<file path="src/rtl/decode_ctrl_stage_if.sv">
// Fetch-to-execute handshake and decoded control bundle for decode_ctrl_stage.
// The stage connects through the slave modport; the producer/consumer side uses master.
interface decode_ctrl_stage_if #(
  parameter int DATA_WIDTH = 32
);
  logic [DATA_WIDTH-1:0] instr_i;
  logic                  in_valid;
  logic                  in_ready;
  logic                  flush;
  logic                  out_valid;
  logic                  out_ready;
  logic [1:0]            PCSel;
  logic [1:0]            ResultSel;
  logic                  MemWrite;
  logic [3:0]            ALUCtrl;
  logic                  ALUSel;
  logic [2:0]            ImmSel;
  logic                  RegWrite;
  logic                  Branch;
  logic [2:0]            MemCtrl;
  logic                  Mul;
  logic                  Illegal;
  logic                  m_busy;

  modport master (
    output instr_i, in_valid, flush, out_ready,
    input  in_ready, out_valid, PCSel, ResultSel, MemWrite, ALUCtrl, ALUSel,
           ImmSel, RegWrite, Branch, MemCtrl, Mul, Illegal, m_busy
  );

  modport slave (
    input  instr_i, in_valid, flush, out_ready,
    output in_ready, out_valid, PCSel, ResultSel, MemWrite, ALUCtrl, ALUSel,
           ImmSel, RegWrite, Branch, MemCtrl, Mul, Illegal, m_busy
  );
endinterface

</file>
<file path="src/rtl/decode_ctrl_stage.sv">
// Registered RV32IM control decoder between fetch and execute, with valid/ready
// handshake, multi-cycle M-extension occupancy, flush and illegal-opcode flag.
module decode_ctrl_stage #(
  parameter int DATA_WIDTH = 32,
  parameter int ENABLE_M   = 1,
  parameter int MUL_CYCLES = 1,
  parameter int DIV_CYCLES = 33
) (
  input  logic               clk,
  input  logic               rst,
  decode_ctrl_stage_if.slave bus
);

  typedef enum logic [1:0] {
    ST_EMPTY = 2'd0,
    ST_WAIT  = 2'd1,
    ST_FULL  = 2'd2
  } state_t;

  typedef struct packed {
    logic [1:0] pc_sel;
    logic [1:0] result_sel;
    logic       mem_write;
    logic [3:0] alu_ctrl;
    logic       alu_sel;
    logic [2:0] imm_sel;
    logic       reg_write;
    logic       branch;
    logic [2:0] mem_ctrl;
    logic       mul;
    logic       illegal;
  } ctrl_t;

  localparam int MAX_LAT = (MUL_CYCLES > DIV_CYCLES) ? MUL_CYCLES : DIV_CYCLES;
  localparam int CNT_W   = $clog2(MAX_LAT + 1);
  localparam logic [CNT_W-1:0] MUL_LAT = CNT_W'(MUL_CYCLES);
  localparam logic [CNT_W-1:0] DIV_LAT = CNT_W'(DIV_CYCLES);
  localparam logic [CNT_W-1:0] ONE     = CNT_W'(1);

  state_t           state_q, state_d;
  logic [CNT_W-1:0] cnt_q, cnt_d;
  ctrl_t            fields_q, fields_d;
  ctrl_t            dec;
  logic [CNT_W-1:0] dec_lat;
  logic             in_ready_c;

  logic [31:0] instr;
  logic [6:0]  op;
  logic [2:0]  f3;
  logic [6:0]  f7;
  logic        unused_bits;

  assign instr       = bus.instr_i[31:0];
  assign op          = instr[6:0];
  assign f3          = instr[14:12];
  assign f7          = instr[31:25];
  assign unused_bits = ^{instr[24:15], instr[11:7]};

  // Combinational decode of the incoming instruction; captured only on acceptance.
  always_comb begin
    dec          = '0;
    dec.mem_ctrl = f3;
    case (op)
      7'b0000011: begin
        dec.reg_write  = 1'b1;
        dec.result_sel = 2'b01;
        dec.alu_sel    = 1'b1;
        dec.imm_sel    = 3'b000;
        dec.alu_ctrl   = 4'b0000;
      end
      7'b0100011: begin
        dec.mem_write = 1'b1;
        dec.alu_sel   = 1'b1;
        dec.imm_sel   = 3'b001;
        dec.alu_ctrl  = 4'b0000;
      end
      7'b0010011, 7'b0110011: begin
        if (op[5] && (f7 == 7'b0000001) && (ENABLE_M == 0)) begin
          dec.illegal = 1'b1;
        end else begin
          dec.reg_write = 1'b1;
          dec.alu_sel   = ~op[5];
          dec.alu_ctrl  = {f7[5] & ((f3 == 3'b101) | ((f3 == 3'b000) & op[5])), f3};
          dec.mul       = op[5] & (f7 == 7'b0000001);
        end
      end
      7'b1100011: begin
        dec.branch   = 1'b1;
        dec.imm_sel  = 3'b010;
        dec.alu_ctrl = {1'b0, f3};
      end
      7'b0110111, 7'b0010111: begin
        dec.reg_write  = 1'b1;
        dec.alu_sel    = 1'b1;
        dec.imm_sel    = 3'b011;
        dec.alu_ctrl   = 4'b1111;
        dec.result_sel = op[5] ? 2'b00 : 2'b01;
      end
      7'b1101111, 7'b1100111: begin
        dec.pc_sel     = op[3] ? 2'b01 : 2'b10;
        dec.imm_sel    = op[3] ? 3'b100 : 3'b000;
        dec.reg_write  = 1'b1;
        dec.result_sel = 2'b11;
        dec.alu_sel    = 1'b1;
        dec.alu_ctrl   = 4'b0010;
      end
      default: begin
        dec.illegal = 1'b1;
      end
    endcase
  end

  always_comb begin
    dec_lat = ONE;
    if (dec.mul) begin
      dec_lat = f3[2] ? DIV_LAT : MUL_LAT;
    end
  end

  always_comb begin
    state_d    = state_q;
    cnt_d      = cnt_q;
    fields_d   = fields_q;
    in_ready_c = 1'b0;
    case (state_q)
      ST_EMPTY: begin
        in_ready_c = 1'b1;
      end
      ST_WAIT: begin
        if (cnt_q == ONE) begin
          state_d = ST_FULL;
          cnt_d   = '0;
        end else begin
          cnt_d = cnt_q - ONE;
        end
      end
      ST_FULL: begin
        in_ready_c = bus.out_ready;
        if (bus.out_ready && !bus.in_valid) begin
          state_d  = ST_EMPTY;
          fields_d = '0;
        end
      end
      default: begin
        state_d = ST_EMPTY;
      end
    endcase

    if (in_ready_c && bus.in_valid) begin
      fields_d = dec;
      if (dec_lat == ONE) begin
        state_d = ST_FULL;
        cnt_d   = '0;
      end else begin
        state_d = ST_WAIT;
        cnt_d   = dec_lat - ONE;
      end
    end

    // Flush overrides everything: drop the held and the incoming instruction.
    if (bus.flush) begin
      in_ready_c = 1'b0;
      state_d    = ST_EMPTY;
      cnt_d      = '0;
      fields_d   = '0;
    end
  end

  always_ff @(posedge clk) begin
    if (rst) begin
      state_q  <= ST_EMPTY;
      cnt_q    <= '0;
      fields_q <= '0;
    end else begin
      state_q  <= state_d;
      cnt_q    <= cnt_d;
      fields_q <= fields_d;
    end
  end

  assign bus.in_ready  = in_ready_c & ~rst;
  assign bus.out_valid = (state_q == ST_FULL);
  assign bus.m_busy    = (state_q == ST_WAIT);
  assign bus.PCSel     = fields_q.pc_sel;
  assign bus.ResultSel = fields_q.result_sel;
  assign bus.MemWrite  = fields_q.mem_write;
  assign bus.ALUCtrl   = fields_q.alu_ctrl;
  assign bus.ALUSel    = fields_q.alu_sel;
  assign bus.ImmSel    = fields_q.imm_sel;
  assign bus.RegWrite  = fields_q.reg_write;
  assign bus.Branch    = fields_q.branch;
  assign bus.MemCtrl   = fields_q.mem_ctrl;
  assign bus.Mul       = fields_q.mul;
  assign bus.Illegal   = fields_q.illegal;

endmodule

</file>
<file path="src/flat_wrapper.sv">
// flat-port wrapper written by rule: the top's interface ports become plain ports
module decode_ctrl_stage_flat 
#(
  parameter int DATA_WIDTH = 32,
  parameter int ENABLE_M   = 1,
  parameter int MUL_CYCLES = 1,
  parameter int DIV_CYCLES = 33
)
  (clk, rst, bus_instr_i, bus_in_valid, bus_flush, bus_out_ready, bus_in_ready, bus_out_valid, bus_PCSel, bus_ResultSel, bus_MemWrite, bus_ALUCtrl, bus_ALUSel, bus_ImmSel, bus_RegWrite, bus_Branch, bus_MemCtrl, bus_Mul, bus_Illegal, bus_m_busy);
  decode_ctrl_stage_if #(.DATA_WIDTH(DATA_WIDTH)) bus_i ();
  input  logic clk;
  input  logic rst;
  input wire logic [$bits(bus_i.instr_i)-1:0] bus_instr_i;
  input wire logic [$bits(bus_i.in_valid)-1:0] bus_in_valid;
  input wire logic [$bits(bus_i.flush)-1:0] bus_flush;
  input wire logic [$bits(bus_i.out_ready)-1:0] bus_out_ready;
  output wire logic [$bits(bus_i.in_ready)-1:0] bus_in_ready;
  output wire logic [$bits(bus_i.out_valid)-1:0] bus_out_valid;
  output wire logic [$bits(bus_i.PCSel)-1:0] bus_PCSel;
  output wire logic [$bits(bus_i.ResultSel)-1:0] bus_ResultSel;
  output wire logic [$bits(bus_i.MemWrite)-1:0] bus_MemWrite;
  output wire logic [$bits(bus_i.ALUCtrl)-1:0] bus_ALUCtrl;
  output wire logic [$bits(bus_i.ALUSel)-1:0] bus_ALUSel;
  output wire logic [$bits(bus_i.ImmSel)-1:0] bus_ImmSel;
  output wire logic [$bits(bus_i.RegWrite)-1:0] bus_RegWrite;
  output wire logic [$bits(bus_i.Branch)-1:0] bus_Branch;
  output wire logic [$bits(bus_i.MemCtrl)-1:0] bus_MemCtrl;
  output wire logic [$bits(bus_i.Mul)-1:0] bus_Mul;
  output wire logic [$bits(bus_i.Illegal)-1:0] bus_Illegal;
  output wire logic [$bits(bus_i.m_busy)-1:0] bus_m_busy;
  assign bus_i.instr_i = bus_instr_i;
  assign bus_i.in_valid = bus_in_valid;
  assign bus_i.flush = bus_flush;
  assign bus_i.out_ready = bus_out_ready;
  assign bus_in_ready = bus_i.in_ready;
  assign bus_out_valid = bus_i.out_valid;
  assign bus_PCSel = bus_i.PCSel;
  assign bus_ResultSel = bus_i.ResultSel;
  assign bus_MemWrite = bus_i.MemWrite;
  assign bus_ALUCtrl = bus_i.ALUCtrl;
  assign bus_ALUSel = bus_i.ALUSel;
  assign bus_ImmSel = bus_i.ImmSel;
  assign bus_RegWrite = bus_i.RegWrite;
  assign bus_Branch = bus_i.Branch;
  assign bus_MemCtrl = bus_i.MemCtrl;
  assign bus_Mul = bus_i.Mul;
  assign bus_Illegal = bus_i.Illegal;
  assign bus_m_busy = bus_i.m_busy;
  decode_ctrl_stage #(.DATA_WIDTH(DATA_WIDTH), .ENABLE_M(ENABLE_M), .MUL_CYCLES(MUL_CYCLES), .DIV_CYCLES(DIV_CYCLES)) u_core (.clk(clk), .rst(rst), .bus(bus_i));
endmodule
</file>
<file path="config.mk">
export PLATFORM = sky130hd
export DESIGN_NAME = decode_ctrl_stage_flat
export DESIGN_NICKNAME = d
export VERILOG_FILES = /design/src/rtl/decode_ctrl_stage_if.sv /design/src/rtl/decode_ctrl_stage.sv /design/src/flat_wrapper.sv
export SDC_FILE = /design/constraint.sdc
export NUM_CORES = 1
export LEC_CHECK = 0
export CAP_MARGIN = 10
export CORE_MARGIN = 3
export CORE_UTILIZATION = 33
export CTS_CLUSTER_SIZE = 24
export DETAILED_ROUTE_END_ITERATION = 7
export DONT_BUFFER_PORTS = 1
export PLACE_DENSITY_LB_ADDON = 0.3
export SYNTH_ARGS = -nofsm -noshare
export SYNTH_HDL_FRONTEND = slang
export SYNTH_SLANG_ARGS = --single-unit
</file>
<file path="constraint.sdc">
create_clock -name clk -period 2 [get_ports clk]
set_input_delay 0.2 -clock clk [delete_from_list [all_inputs] [get_ports clk]]
set_output_delay 0.2 -clock clk [all_outputs]
set_load 0.05 [all_outputs]
</file>
# ---- Word-level counts from Yosys, hierarchy flattened
# Cells that the tools add are included.
dict set report word_totals {
  regBits 28
  input_bits 37
  out_inout_bits 23
  word_cells 86
}
dict set report op_classes {
  add_sub_neg 2
  eq_ne 18
  muxes 29
  bitwise 7
  n_reduce_logical 17
}
# op n
set op_table {}
lappend op_table {{two-way mux 20 bit} 3}
lappend op_table {{two-way mux 6 bit} 6}
lappend op_table {{equality test 7 x 6 -> 1 bit, second input constant} 3}
lappend op_table {{equality test 7 bit, second input constant} 3}
lappend op_table {{one-hot mux 4 bit (4 select lines)} 1}
lappend op_table {{equality test 7 x 5 -> 1 bit, second input constant} 2}
lappend op_table {{equality test 6 x 1 -> 1 bit, second input constant} 2}
lappend op_table {{two-way mux 2 bit} 6}
lappend op_table {{one-hot mux 2 bit (3 select lines)} 2}
lappend op_table {{one-hot mux 3 bit (4 select lines)} 1}
lappend op_table {{subtractor 6 x 1 -> 6 bit, second input constant} 2}
lappend op_table {{OR reduction 9 bit} 1}
lappend op_table {{OR reduction 2 bit} 4}
lappend op_table {{equality test 7 x 1 -> 1 bit, second input constant} 1}
lappend op_table {{equality test 7 x 2 -> 1 bit, second input constant} 1}
lappend op_table {{two-way mux 1 bit} 7}
lappend op_table {{OR reduction 7 bit} 1}
lappend op_table {{!= test 3 x 1 -> 1 bit, second input constant} 2}
lappend op_table {{nonzero test 2 bit} 3}
lappend op_table {{OR reduction 6 bit} 1}
lappend op_table {{AND 1 bit} 4}
lappend op_table {{one-hot mux 1 bit (2 select lines)} 2}
lappend op_table {{equality test 3 bit, second input constant} 1}
lappend op_table {{zero test 3 bit} 1}
lappend op_table {{11 further kinds} 13}

# ---- Logic depth before layout (Yosys ltp)
dict set report depth {
  ltp_word 7
  depth_mapped 6
  ltp_nobuf 6
}

# ---- Worst setup path before layout
# Ideal clock, no wire load.
dict set report synth_path {
  path_type {input to output}
  start {in rst}
  end {out bus_in_ready}
  arrival_time_ns 1.849
  required_ns 1.800
  slack_ns -0.049
  cell_stages 4
  path_buffers 2
  cell_sequence {or2_1 > clkbuf_1 > clkbuf_1 > nor3_1}
}
dict set report synth_via {
  elab_chain_cells 2
}
# item line
set synth_rtl {}
lappend synth_rtl {{start, declared} flat_wrapper.sv:12} ;# input logic rst;
lappend synth_rtl {{NOT 1 bit} decode_ctrl_stage.sv:181} ;# assign bus.in_ready = in_ready_c & ~rst;
lappend synth_rtl {{AND 1 bit} decode_ctrl_stage.sv:181}
lappend synth_rtl {{end, declared} flat_wrapper.sv:17} ;# output wire logic [$bits(bus_i.in_ready)-1:0] bus_in_ready;
# Every way passes these cells.

# ---- Worst setup path in the final report
dict set report layout_path {
  start {reg u_core.cnt_q[1]}
  end {reg u_core.state_q[1]}
}
dict set report layout_via {
  elab_chain_cells 3
}
# item line
set layout_rtl {}
lappend layout_rtl {{start, declared} decode_ctrl_stage.sv:41} ;# logic [CNT_W-1:0] cnt_q, cnt_d;
lappend layout_rtl {{start signal, assigned} decode_ctrl_stage.sv:176} ;# cnt_q <= cnt_d;
lappend layout_rtl {{equality test 6 x 1 -> 1 bit} decode_ctrl_stage.sv:130} ;# if (cnt_q == ONE) begin
lappend layout_rtl {{!= test 3 x 1 -> 1 bit (no source line)} -}
lappend layout_rtl {{AND reduction 3 bit (no source line)} -}
lappend layout_rtl {{end signal, assigned} decode_ctrl_stage.sv:175} ;# state_q <= state_d;
lappend layout_rtl {{end, declared} decode_ctrl_stage.sv:40} ;# state_t state_q, state_d;
# Every way passes these cells.
# A chain may end at the register's enable or synchronous reset.

==> metrics.txt <==
outcome=completed; hold_ws=66.8 ps; Core Area=4060 um2; Power Dens Cells=727 nW/um2; setup bufs post-CTS=0; clock slew at reported path FFs=100 ps; P_int=866 uW; RSZ-0062 raised after global routing=no; fin. max-slew vios=0; CTS tree=yes; Ys Warns=0; Port Buffers=0; post-CTS resize count=0; DRC Markers=0; Peak VDD IR=0.316 mV; top cell family by delay on the critical path=compound AO/OA/AOI/OAI gates; Vias/cell=5.44; TritonRoute pass-1 iters=4; placement row count=23; crit share post-route=79.1%; Combinational Power Share=8.3%; Worst path slowest cell=dfxtp_1; Post-CTS Hold Buffers=0; DIE HEIGHT=71.1 um; n_diodes=0; die area=5060 um2; H-Tree Depth=1; EDFF count, synth=0; Yosys top cell area share=40.0%; clk_lat worst skew=280 ps; Post-Syn Nets=214; Clock Power Share=39.8%; Rel. slew slack=50.7%; initial antenna violation count=0; CP peak stage delay=400 ps; vias=1230; Yosys top cell by area=dfxtp_1; CTS Buf Count=3; Crit path arrival time=1760 ps; largest net degree at the start of global routing=21; Post-Syn Instances=175; Flop pwr share=52.0%; Final Hold Viols=0; WL final=3.56 mm; Yosys reg bits=28; CTS sink cnt=28; WP buf/inv=1; Layout Nets=216; maximum clock frequency=632 MHz; Synth cell types=41; Congestion Overflow GR=0; CP endpoint kind=flop; clock tree buffer depth=2; NetSw=255 uW; total track usage=14.9%; gp weighted congestion=0.798; fin crit period=1580 ps; syn_area_per_cell=8.00 um2; Max FO, Critical Path=4; CP cell instances=inv_1 -> ha_1 -> nor2b_1 -> a21oi_1 -> a31oi_1 -> a31o_1; post-DP HPWL=2.76 mm; slew of the pin with the lowest slew margin=737 ps; Mapped Area=1400 um2; # fillers=423; LEAKAGE=0.514 nW; CTS root buf=clkbuf_8; Hold Path Class=input pin to flop; Iteration-0 DRC Markers=50; Post-Route Skew=5.85 ps; Required @ worst endpoint=2170 ps; vias in the first global route=1265; Synth area leaders=dfxtp_1 (40%), nor2_1 (5.6%), a21oi_1 (5.0%); Post-synth ARST share=0%; crit start category=flop; share of layout cells above drive strength 1=8.52%; average wire per standard cell=15.8 um; most common cell in the netlist=dfxtp_1; Sw Ratio=22.7%; Initial Util=34.5%; final setup vio count=0; Syn-to-layout area delta=10.2%; sequential share of the synthesized area=40.0%; first-pass GRT wire length=6.16 mm; die width=71.1 um; Most used DFF post-synth=dfxtp_1; max-cap violations=0; most frequent cells after synthesis=dfxtp_1 (28), nor2_1 (21), nand2_1 (15), a21oi_1 (14); Routed Antenna Nets=0; Sum Neg Setup Slack=0 ps; critical path type=flop to flop; io pins=60
-- final cells by class --
type | count | area (um2) | share of cell area, %
Multi-Input combinational cell | 131 | 777 | 50.4
Sequential cell | 28 | 561 | 36.3
Tap cell | 50 | 62.6 | 4.06
Timing Repair Buffer | 6 | 45.0 | 2.92
Clock buffer | 3 | 41.3 | 2.68
Clock inverter | 1 | 30.0 | 1.95
Inverter | 7 | 26.3 | 1.70
-- stage by stage --
step / instances / total power [mW] / setup WS [ps] / cell area (um2) / utilization, %
after CTS: 226 / 1.13 / 433 / 1540 / 38.0
after detailed placement: 222 / 0.689 / 453 / 1470 / 36.3
after global placement: 222 / 0.687 / 495 / 1470 / 36.3
after floorplan: 175 / 0.669 / 378 / 1410 / -
final: 226 / 1.12 / 418 / 1540 / 38.0
after global routing: 226 / 1.17 / 285 / 1540 / 38.0
-- per-layer routing --
metal / vias to the layer above / part of all wire, % / global-route usage, %
met4: 0 / 0.53 / 4.38
met2: 33 / 48 / 25.0
met3: 2 / 7.8 / 4.40
met1: 570 / 44 / 18.4
met5: - / 0 / 0
li1: 625 / - / -
-- flip-flops by register name (all words and copies together), names as in the netlist --
signal,flops
u_core.cnt_q,6
u_core.bus.ALUCtrl,4
u_core.bus.ImmSel,3
u_core.bus.MemCtrl,3
u_core.bus.PCSel,2
u_core.bus.ResultSel,2
u_core.state_q,2
u_core.bus.ALUSel,1
u_core.bus.Branch,1
u_core.bus.Illegal,1
u_core.bus.MemWrite,1
u_core.bus.Mul,1
u_core.bus.RegWrite,1
-- placed cells by master, fill, tap and decap left out, drive strengths merged, types with 4 or more instances in the layout --
cell type / count
nand2b: 5
nor3: 4
nand2: 15
a31oi: 8
o21ai: 11
dfxtp: 28
inv: 7
nor2: 21
buf: 6
nand3: 7
a21oi: 14
a22oi: 5
nor2b: 6
nand3b: 4
-- cell families after synthesis --
group,synth area share (%)
buffers and inverters,4.83
DFF,40.0
AOI/OAI and AO/OA,20.6
xor gates and xnor gates,0.626
and+or+nand+nor,31.5
adders and majority gates,1.79
muxes,0.715
-- power by group through the flow --
stage / clock network [mW] / logic, mW / registers, mW
global route: 0.481 / 0.105 / 0.584
detailed placement: 0 / 0.0928 / 0.596
floorplan: 0 / 0.0751 / 0.594
finish: 0.446 / 0.0928 / 0.583
global placement: 0 / 0.0915 / 0.595
CTS: 0.457 / 0.0933 / 0.583
-- worst paths after layout --
check	startpoint	endpoint	slack [ps]	cells past startpoint
max	u_core.cnt_q[1]	u_core.state_q[1]	420	6
min	bus_instr_i[0]	u_core.bus.ResultSel[0]	70	2
max reg2reg	u_core.cnt_q[1]	u_core.state_q[1]	420	6
min reg2reg	u_core.cnt_q[4]	u_core.cnt_q[4]	510	2
(Power assumes the default switching activity.)
